===== src/rtl/spi_flash_arbiter.sv =====
// spi_flash_arbiter: shares the SPI configuration-flash pins between the
// bootloader bridge (port 0) and user/debug logic (port 1). Grants are
// round-robin and held for a whole CS-low transaction. Stalled owners are
// revoked. A boot request drains the bus, waits a fixed idle time and then
// fires the sticky warmboot trigger.
module spi_flash_arbiter #(
    parameter int unsigned TIMEOUT_CYCLES = 4096,
    parameter int unsigned BOOT_DELAY     = 16
) (
    input  logic clk_i,
    input  logic reset_n_i,
    input  logic req0_i,
    input  logic req1_i,
    input  logic cs0_i,
    input  logic cs1_i,
    input  logic sck0_i,
    input  logic sck1_i,
    input  logic mosi0_i,
    input  logic mosi1_i,
    input  logic boot_req_i,
    output logic gnt0_o,
    output logic gnt1_o,
    output logic spi_cs_o,
    output logic spi_sck_o,
    output logic spi_mosi_o,
    output logic timeout_err_o,
    output logic boot_o
);

    localparam int TW = $clog2(TIMEOUT_CYCLES);
    localparam int DW = (BOOT_DELAY > 1) ? $clog2(BOOT_DELAY) : 1;

    typedef enum logic [2:0] {
        S_IDLE  = 3'd0,
        S_G0    = 3'd1,
        S_G1    = 3'd2,
        S_REL   = 3'd3,
        S_BWAIT = 3'd4,
        S_BOOT  = 3'd5
    } state_e;

    state_e        state_q;
    logic          last_q;
    logic          boot_pend_q;
    logic          blk0_q, blk1_q;
    logic          sck0_q, sck1_q;
    logic [TW-1:0] tcnt_q;
    logic [DW-1:0] dcnt_q;
    logic          timeout_err_q;
    logic          boot_q;

    // Helper terms for the FSM. A boot request in the same cycle as new
    // requests must already block grants, so the raw input is folded in.
    logic pend, elig0, elig1, sck_chg0, sck_chg1, tmo;
    assign pend     = boot_pend_q | boot_req_i;
    assign elig0    = req0_i & ~blk0_q;
    assign elig1    = req1_i & ~blk1_q;
    assign sck_chg0 = sck0_i ^ sck0_q;
    assign sck_chg1 = sck1_i ^ sck1_q;
    assign tmo      = (tcnt_q == TW'(TIMEOUT_CYCLES - 1));

    // Arbitration / stall-watchdog / warmboot sequencing FSM.
    always_ff @(posedge clk_i or negedge reset_n_i) begin
        if (!reset_n_i) begin
            state_q       <= S_IDLE;
            last_q        <= 1'b1;
            boot_pend_q   <= 1'b0;
            blk0_q        <= 1'b0;
            blk1_q        <= 1'b0;
            sck0_q        <= 1'b0;
            sck1_q        <= 1'b0;
            tcnt_q        <= '0;
            dcnt_q        <= '0;
            timeout_err_q <= 1'b0;
            boot_q        <= 1'b0;
        end else begin
            timeout_err_q <= 1'b0;
            sck0_q        <= sck0_i;
            sck1_q        <= sck1_i;
            if (boot_req_i) boot_pend_q <= 1'b1;
            // An offender is only re-eligible after it has dropped req.
            if (!req0_i) blk0_q <= 1'b0;
            if (!req1_i) blk1_q <= 1'b0;

            case (state_q)
                S_IDLE: begin
                    tcnt_q <= '0;
                    if (pend) begin
                        state_q <= S_BWAIT;
                        dcnt_q  <= DW'(BOOT_DELAY - 1);
                    end else if (elig0 && elig1) begin
                        state_q <= last_q ? S_G0 : S_G1;
                    end else if (elig0) begin
                        state_q <= S_G0;
                    end else if (elig1) begin
                        state_q <= S_G1;
                    end
                end
                S_G0: begin
                    // A req drop wins over a coincident timeout.
                    if (!req0_i) begin
                        state_q <= S_REL;
                        last_q  <= 1'b0;
                    end else if (cs0_i || sck_chg0) begin
                        tcnt_q <= '0;
                    end else if (tmo) begin
                        timeout_err_q <= 1'b1;
                        blk0_q        <= 1'b1;
                        state_q       <= S_REL;
                        last_q        <= 1'b0;
                    end else begin
                        tcnt_q <= tcnt_q + 1'b1;
                    end
                end
                S_G1: begin
                    if (!req1_i) begin
                        state_q <= S_REL;
                        last_q  <= 1'b1;
                    end else if (cs1_i || sck_chg1) begin
                        tcnt_q <= '0;
                    end else if (tmo) begin
                        timeout_err_q <= 1'b1;
                        blk1_q        <= 1'b1;
                        state_q       <= S_REL;
                        last_q        <= 1'b1;
                    end else begin
                        tcnt_q <= tcnt_q + 1'b1;
                    end
                end
                S_REL: begin
                    // One guaranteed CS-high cycle between owners.
                    tcnt_q  <= '0;
                    state_q <= S_IDLE;
                end
                S_BWAIT: begin
                    if (dcnt_q == '0) begin
                        state_q <= S_BOOT;
                        boot_q  <= 1'b1;
                    end else begin
                        dcnt_q <= dcnt_q - 1'b1;
                    end
                end
                S_BOOT: begin
                    boot_q <= 1'b1;
                end
                default: state_q <= S_IDLE;
            endcase
        end
    end

    assign gnt0_o        = (state_q == S_G0);
    assign gnt1_o        = (state_q == S_G1);
    assign timeout_err_o = timeout_err_q;
    assign boot_o        = boot_q;

    // Pin mux: the owner drives the pins only while it still requests, so a
    // req drop raises CS in the same cycle. Reset forces IDLE, hence CS high.
    always_comb begin
        spi_cs_o   = 1'b1;
        spi_sck_o  = 1'b0;
        spi_mosi_o = 1'b0;
        if (state_q == S_G0 && req0_i) begin
            spi_cs_o   = cs0_i;
            spi_sck_o  = sck0_i;
            spi_mosi_o = mosi0_i;
        end else if (state_q == S_G1 && req1_i) begin
            spi_cs_o   = cs1_i;
            spi_sck_o  = sck1_i;
            spi_mosi_o = mosi1_i;
        end
    end

endmodule

===== config.mk =====
export PLATFORM = sky130hd
export DESIGN_NAME = spi_flash_arbiter
export DESIGN_NICKNAME = d
export VERILOG_FILES = /design/src/rtl/spi_flash_arbiter.sv
export SDC_FILE = /design/constraint.sdc
export NUM_CORES = 1
export LEC_CHECK = 0
export BUFFER_PORTS_ARGS = -buffer_cell sky130_fd_sc_hd__buf_2
export CAP_MARGIN = 40
export CELL_PAD_IN_SITES_DETAIL_PLACEMENT = 1
export CELL_PAD_IN_SITES_GLOBAL_PLACEMENT = 2
export CORE_ASPECT_RATIO = 0.75
export CORE_UTILIZATION = 31
export CTS_CLUSTER_SIZE = 10
export DETAILED_ROUTE_END_ITERATION = 6
export MAX_ROUTING_LAYER = met4
export PLACE_DENSITY_LB_ADDON = 0.1
export SYNTH_ARGS = -nofsm -noshare
export SYNTH_HDL_FRONTEND = slang
export SYNTH_SLANG_ARGS = --single-unit
export TNS_END_PERCENT = 10

===== constraint.sdc =====
create_clock -name clk_i -period 1.83 [get_ports clk_i]
set_input_delay 0.366 -clock clk_i [delete_from_list [all_inputs] [get_ports clk_i]]
set_output_delay 0.366 -clock clk_i [all_outputs]
set_load 0.005 [all_outputs]

# == After elaboration in Yosys (flattened, before gate mapping) ==
# Index checks and enable logic that the tools add are counted.
# op_classes
n_addsub,2
eq_ne,16
n_mux,52
bitwise_logic,8
reduce_logical,17
# op_table
operator,n
$mux 12,5
$pmux 12 s3,1
$mux 3,10
$mux 1,28
$pmux 3 s5,1
$add 12x1->12 const B,1
$eq 12x12->1 const B,1
$ne 2x2->1 const B,5
$reduce_and 5->1,2
$mux 4,2
$pmux 4 s2,1
$eq 3x2->1 const B,2
$eq 3x3->1 const B,2
$ne 3x2->1 const B,2
$ne 3x3->1 const B,2
$pmux 1 s2,3
$reduce_and 3->1,2
$reduce_bool 2->1,3
$ne 5x5->1 const B,1
$logic_not 4->1,1
$sub 4x1->4 const B,1
$eq 3x1->1 const B,1
$logic_and 1x1->1,3
$logic_not 3->1,1
9 further kinds,14
# totals
regBits,27
inputBits,11
output_inout_bits,7
wordCells,106

# == Depth between registers and ports, before layout ==
# logic_depth
ltp_word,7
depth_mapped,7
ltp_nobuf,7

# == Worst setup path before layout ==
# Ideal clock, no wire load.
# synth_timing
path_type,register to register
startpoint,register tcnt_q[0]
endpoint,register tcnt_q[2]
setup_time_ns,0.138
t_arrival_ns,1.669
required_ns,1.692
path_slack_ns,0.023
path_stages_with_launch,7
n_path_buf,1
period_less_slack_ns,1.807
cell_sequence,dfrtp_1 -> ha_1 -> nand4_2 -> or4_4 -> buf_6 -> a41oi_1 -> a31oi_1
# synth_via
elab_chain_len,5
word_cells_on_any_way,8
cone_classes,add/sub (1); eq/ne (1); mux (6)
# synth_rtl
item,line,text
"start, declared",47,logic [TW-1:0] tcnt_q;
"start signal, assigned",112,tcnt_q <= tcnt_q + 1'b1;
"start signal, assigned",127,tcnt_q <= tcnt_q + 1'b1;
$add 12x1->12 / $eq 12x12->1 (equally long branches),"112, 127, 60",
$mux 12 *,"106, 121",
"$mux 12, on equally long branches","119, 104",
"$mux 12, on equally long branches","116, 101",
$pmux 12 s3 *,85,case (state_q)
# Every way passes the cells marked *; elsewhere a longest branch is shown, timed or not. The select of a mux whose other input is x is not followed.
# A chain may end at the register's enable or synchronous reset.

# == Final worst setup path ==
# layout_timing
startpoint,register tcnt_q[1]
endpoint,register tcnt_q[5]
# Same word-level chain as after synthesis.

==> summary.md <==
| Metric | Value |
|---|---|
| Status | complete, but fails checks |
| Failing checks | setup timing |
| Cell Area, Synth | 0.00161 mm2 |
| Top-count cell post-synth | dfrtp_1 |
| Relative slew slack | 56.3% |
| Syn_nets | 202 |
| Initial antenna violation count | 0 |
| Multi-input gate area | 933 um2 |
| Worst vdd ir | 0.000305 V |
| H-tree levels | 1 |
| Post-synthesis async set-or-reset flop share | 100% |
| Fmax achieved | 536 MHz |
| Final worst slack | -0.0352 ns |
| Fin nets | 237 |
| Grt ovf | 0 |
| Syn-to-layout area delta | 25.0% |
| Max stage delay on crit path | 0.60 ns |
| Pin count of the biggest net entering global routing | 28 |
| CTS root buf | clkbuf_8 |
| DRT iter0 DRCs | 69 |
| Non-filler cells, final | 283 |
| Crit end category | flop |
| Largest cells by area after synthesis | dfrtp_1 (40%), a21oi_1 (5.6%), a31oi_1 (4.7%) |
| DIE WIDTH | 85.2 um |
| RSZ-0062 raised after global routing | yes |
| Core box area | 0.00493 mm2 |
| Clock transition at the registers of the reported paths | 0.10 ns |
| Maximum root-to-sink buffer count | 2 |
| Die area | 0.00548 mm2 |
| Crit path cell chain | ha_2 -> nand4_4 -> or4_4 -> nand2_1 -> nand2_1 -> a31oi_1 |
| Final Hold Fails | 0 |
| Startpoint types | flop |
| First-pass GRT wire length | 7970 um |
| Top_reg_cell synth | dfrtp_1 |
| CP startpoint | tcnt_q[1] |
| Fillers | 593 |
| Worst-margin pin slew | 0.656 ns |
| WL/cell | 17.0 um |
| Post-DP HPWL | 3310 um |
| CTS buffer count | 3 |
| Leakage power | 0.000820 uW |
| CTS tree | yes |
| Syn Inst Count | 189 |
| IO buf count | 17 |
| Number of synthesized flops with an enable pin | 0 |
| Rows | 22 |
| Layout cells sized above 1 | 25.1% |
| Mapped Avg Cell Area | 8.51 um2 |
| Final Cycle Share | 102% |
| First-pass DRT Iterations | 4 |
| ANT nets after route | 0 |
| Seq. cell area | 679 um2 |
| Worst-skew pair later-pin latency | 0.28 ns |
| Vias | 1,563 |
| Die Height | 64.4 um |
| Crit path top cell by count | nand2_1 |
| Synthesized flop and latch total | 27 |
| Slowest stage cell on the critical path | or4_4 |
| Initial Util | 32.6% |
| Remaining DRCs | 0 |
| Sequential cell area fraction in the yosys report | 42.1% |
| Crit path max fanout | 6 |
| CP arrival | 2.06 ns |
| Total track usage | 19.2% |
| GP Congestion | 0.780 |
| Dpl cells | 274 |
| WP data required | 2.02 ns |
| Via density | 5.52 |
| Worst min-delay path class | input port to async pin |
| # Max-Cap Violations | 0 |
| Crit Reg-Reg Startpoint | tcnt_q[1] |
| Ant diodes | 0 |
| Hold buffers post-CTS | 0 |
| Minimum clock period | 1.87 ns |
| CP Class | flop to flop |
| Reg2reg setup slack | -0.04 ns |
| Clock Skew | 0.00629 ns |
| Synth cell types | 45 |
| Yosys top cell area share | 40.5% |
| WP buf/inv | 0 |
| Synth warn | 0 |
| Hold slack | 0.103 ns |
| WL final | 4800 um |
| Top delay family on crit path | simple AND/OR/NAND/NOR gates |
| Final Max Tran Viols | 0 |
| Sink Count | 27 |
| Leading area contributor after synthesis | dfrtp_1 |
| TNS Setup | -0.0352 ns |
| Vias in the first global route | 1,597 |
| Top-Level Pins | 18 |
| Synth top cells by count | dfrtp_1 (26), nand2_1 (20), nor2_1 (19) |
| Power per cell area | 1050 mW/mm2 |
| Final setup viols | 1 |
==> placed cells by master (no fill, tap or decap), types with 6 or more instances in the layout <==
cell type  synthesis  final
dfrtp_1           26     24
nand2_1           20     19
nor2_1            19     19
buf_4              0     19
a21oi_1           18     17
buf_2              3     16
a31oi_1           12     12
o21ai_1            9      9
o21ai_0            9      9
nor2b_1            8      7
inv_1              6      6
==> cell families (layout without fill, tap and decap cells) <==
group / count (synthesis) / in the layout / synth area share (%)
buffers and inverters: 14 / 47 / 3.97
adders and majority gates: 3 / 3 / 2.18
muxes: 1 / 1 / 0.623
and+or+nand+nor: 79 / 80 / 26.2
DFF: 27 / 27 / 42.1
xor gates and xnor gates: 2 / 2 / 1.09
AOI/OAI and AO/OA: 63 / 63 / 23.8
==> registers in the layout (all words and copies together) (netlist names) <==
name	flops
timeout_err_o	1
blk1_q	1
sck0_q	1
boot_pend_q	1
blk0_q	1
boot_o	1
sck1_q	1
dcnt_q	4
last_q	1
state_q	3
tcnt_q	12
==> cell type report <==
cell class                      count  area share (%)
Multi-Input combinational cell    149            46.5
Inverter                            6            1.12
Sequential cell                    27            33.8
Clock buffer                        4            2.24
Timing Repair Buffer               37            12.6
Tap cell                           60            3.74
==> power breakdown <==
| group | leakage, uW | internal [uW] | switching (uW) |
|---|---|---|---|
| Combinational | 0.000463 | 413 | 491 |
| Clock | 0.0000228 | 157 | 210 |
| Sequential | 0.000335 | 707 | 134 |
==> path summary, 6_finish.rpt <==
| path | end | cells after the start |
|---|---|---|
| setup / recovery | tcnt_q[5] | 6 |
| hold / removal | dcnt_q[3] | 1 |
| setup reg to reg | tcnt_q[5] | 6 |
| hold reg to reg | boot_o | 1 |
| max in group asynchronous | state_q[1] | 1 |
| min in group clk_i | sck0_q | 1 |
==> layer usage <==
| layer | share of wire, % | up-vias | GRT usage (%) |
|---|---|---|---|
| met4 | 0.71 | 0 | 4.66 |
| met3 | 2.8 | 4 | 4.26 |
| met1 | 52 | 770 | 25.6 |
| met2 | 45 | 24 | 29.5 |
| met5 | 0 | - | - |
| li1 | - | 765 | - |
==> timing repair <==
action                                  CTS  global route
gates resized for setup                   4            12
buffers inserted                          3             2
endpoints found under the setup margin    5            17
pin swaps                                 2             8
cloned                                    0             1
==> stage by stage <==
stage	util (%)	instance area, um2	total power (uW)	setup slack, ns
after floorplan	-	1610	1360	0.0229
final	40.8	2010	2110	-0.0352
after detailed placement	37.7	1860	1670	0.00774
after CTS	39.2	1930	2080	0.0101
after global placement	37.7	1860	1620	0.101
after global routing	40.8	2010	2280	-0.130
Power figures use the tool's default switching activity.
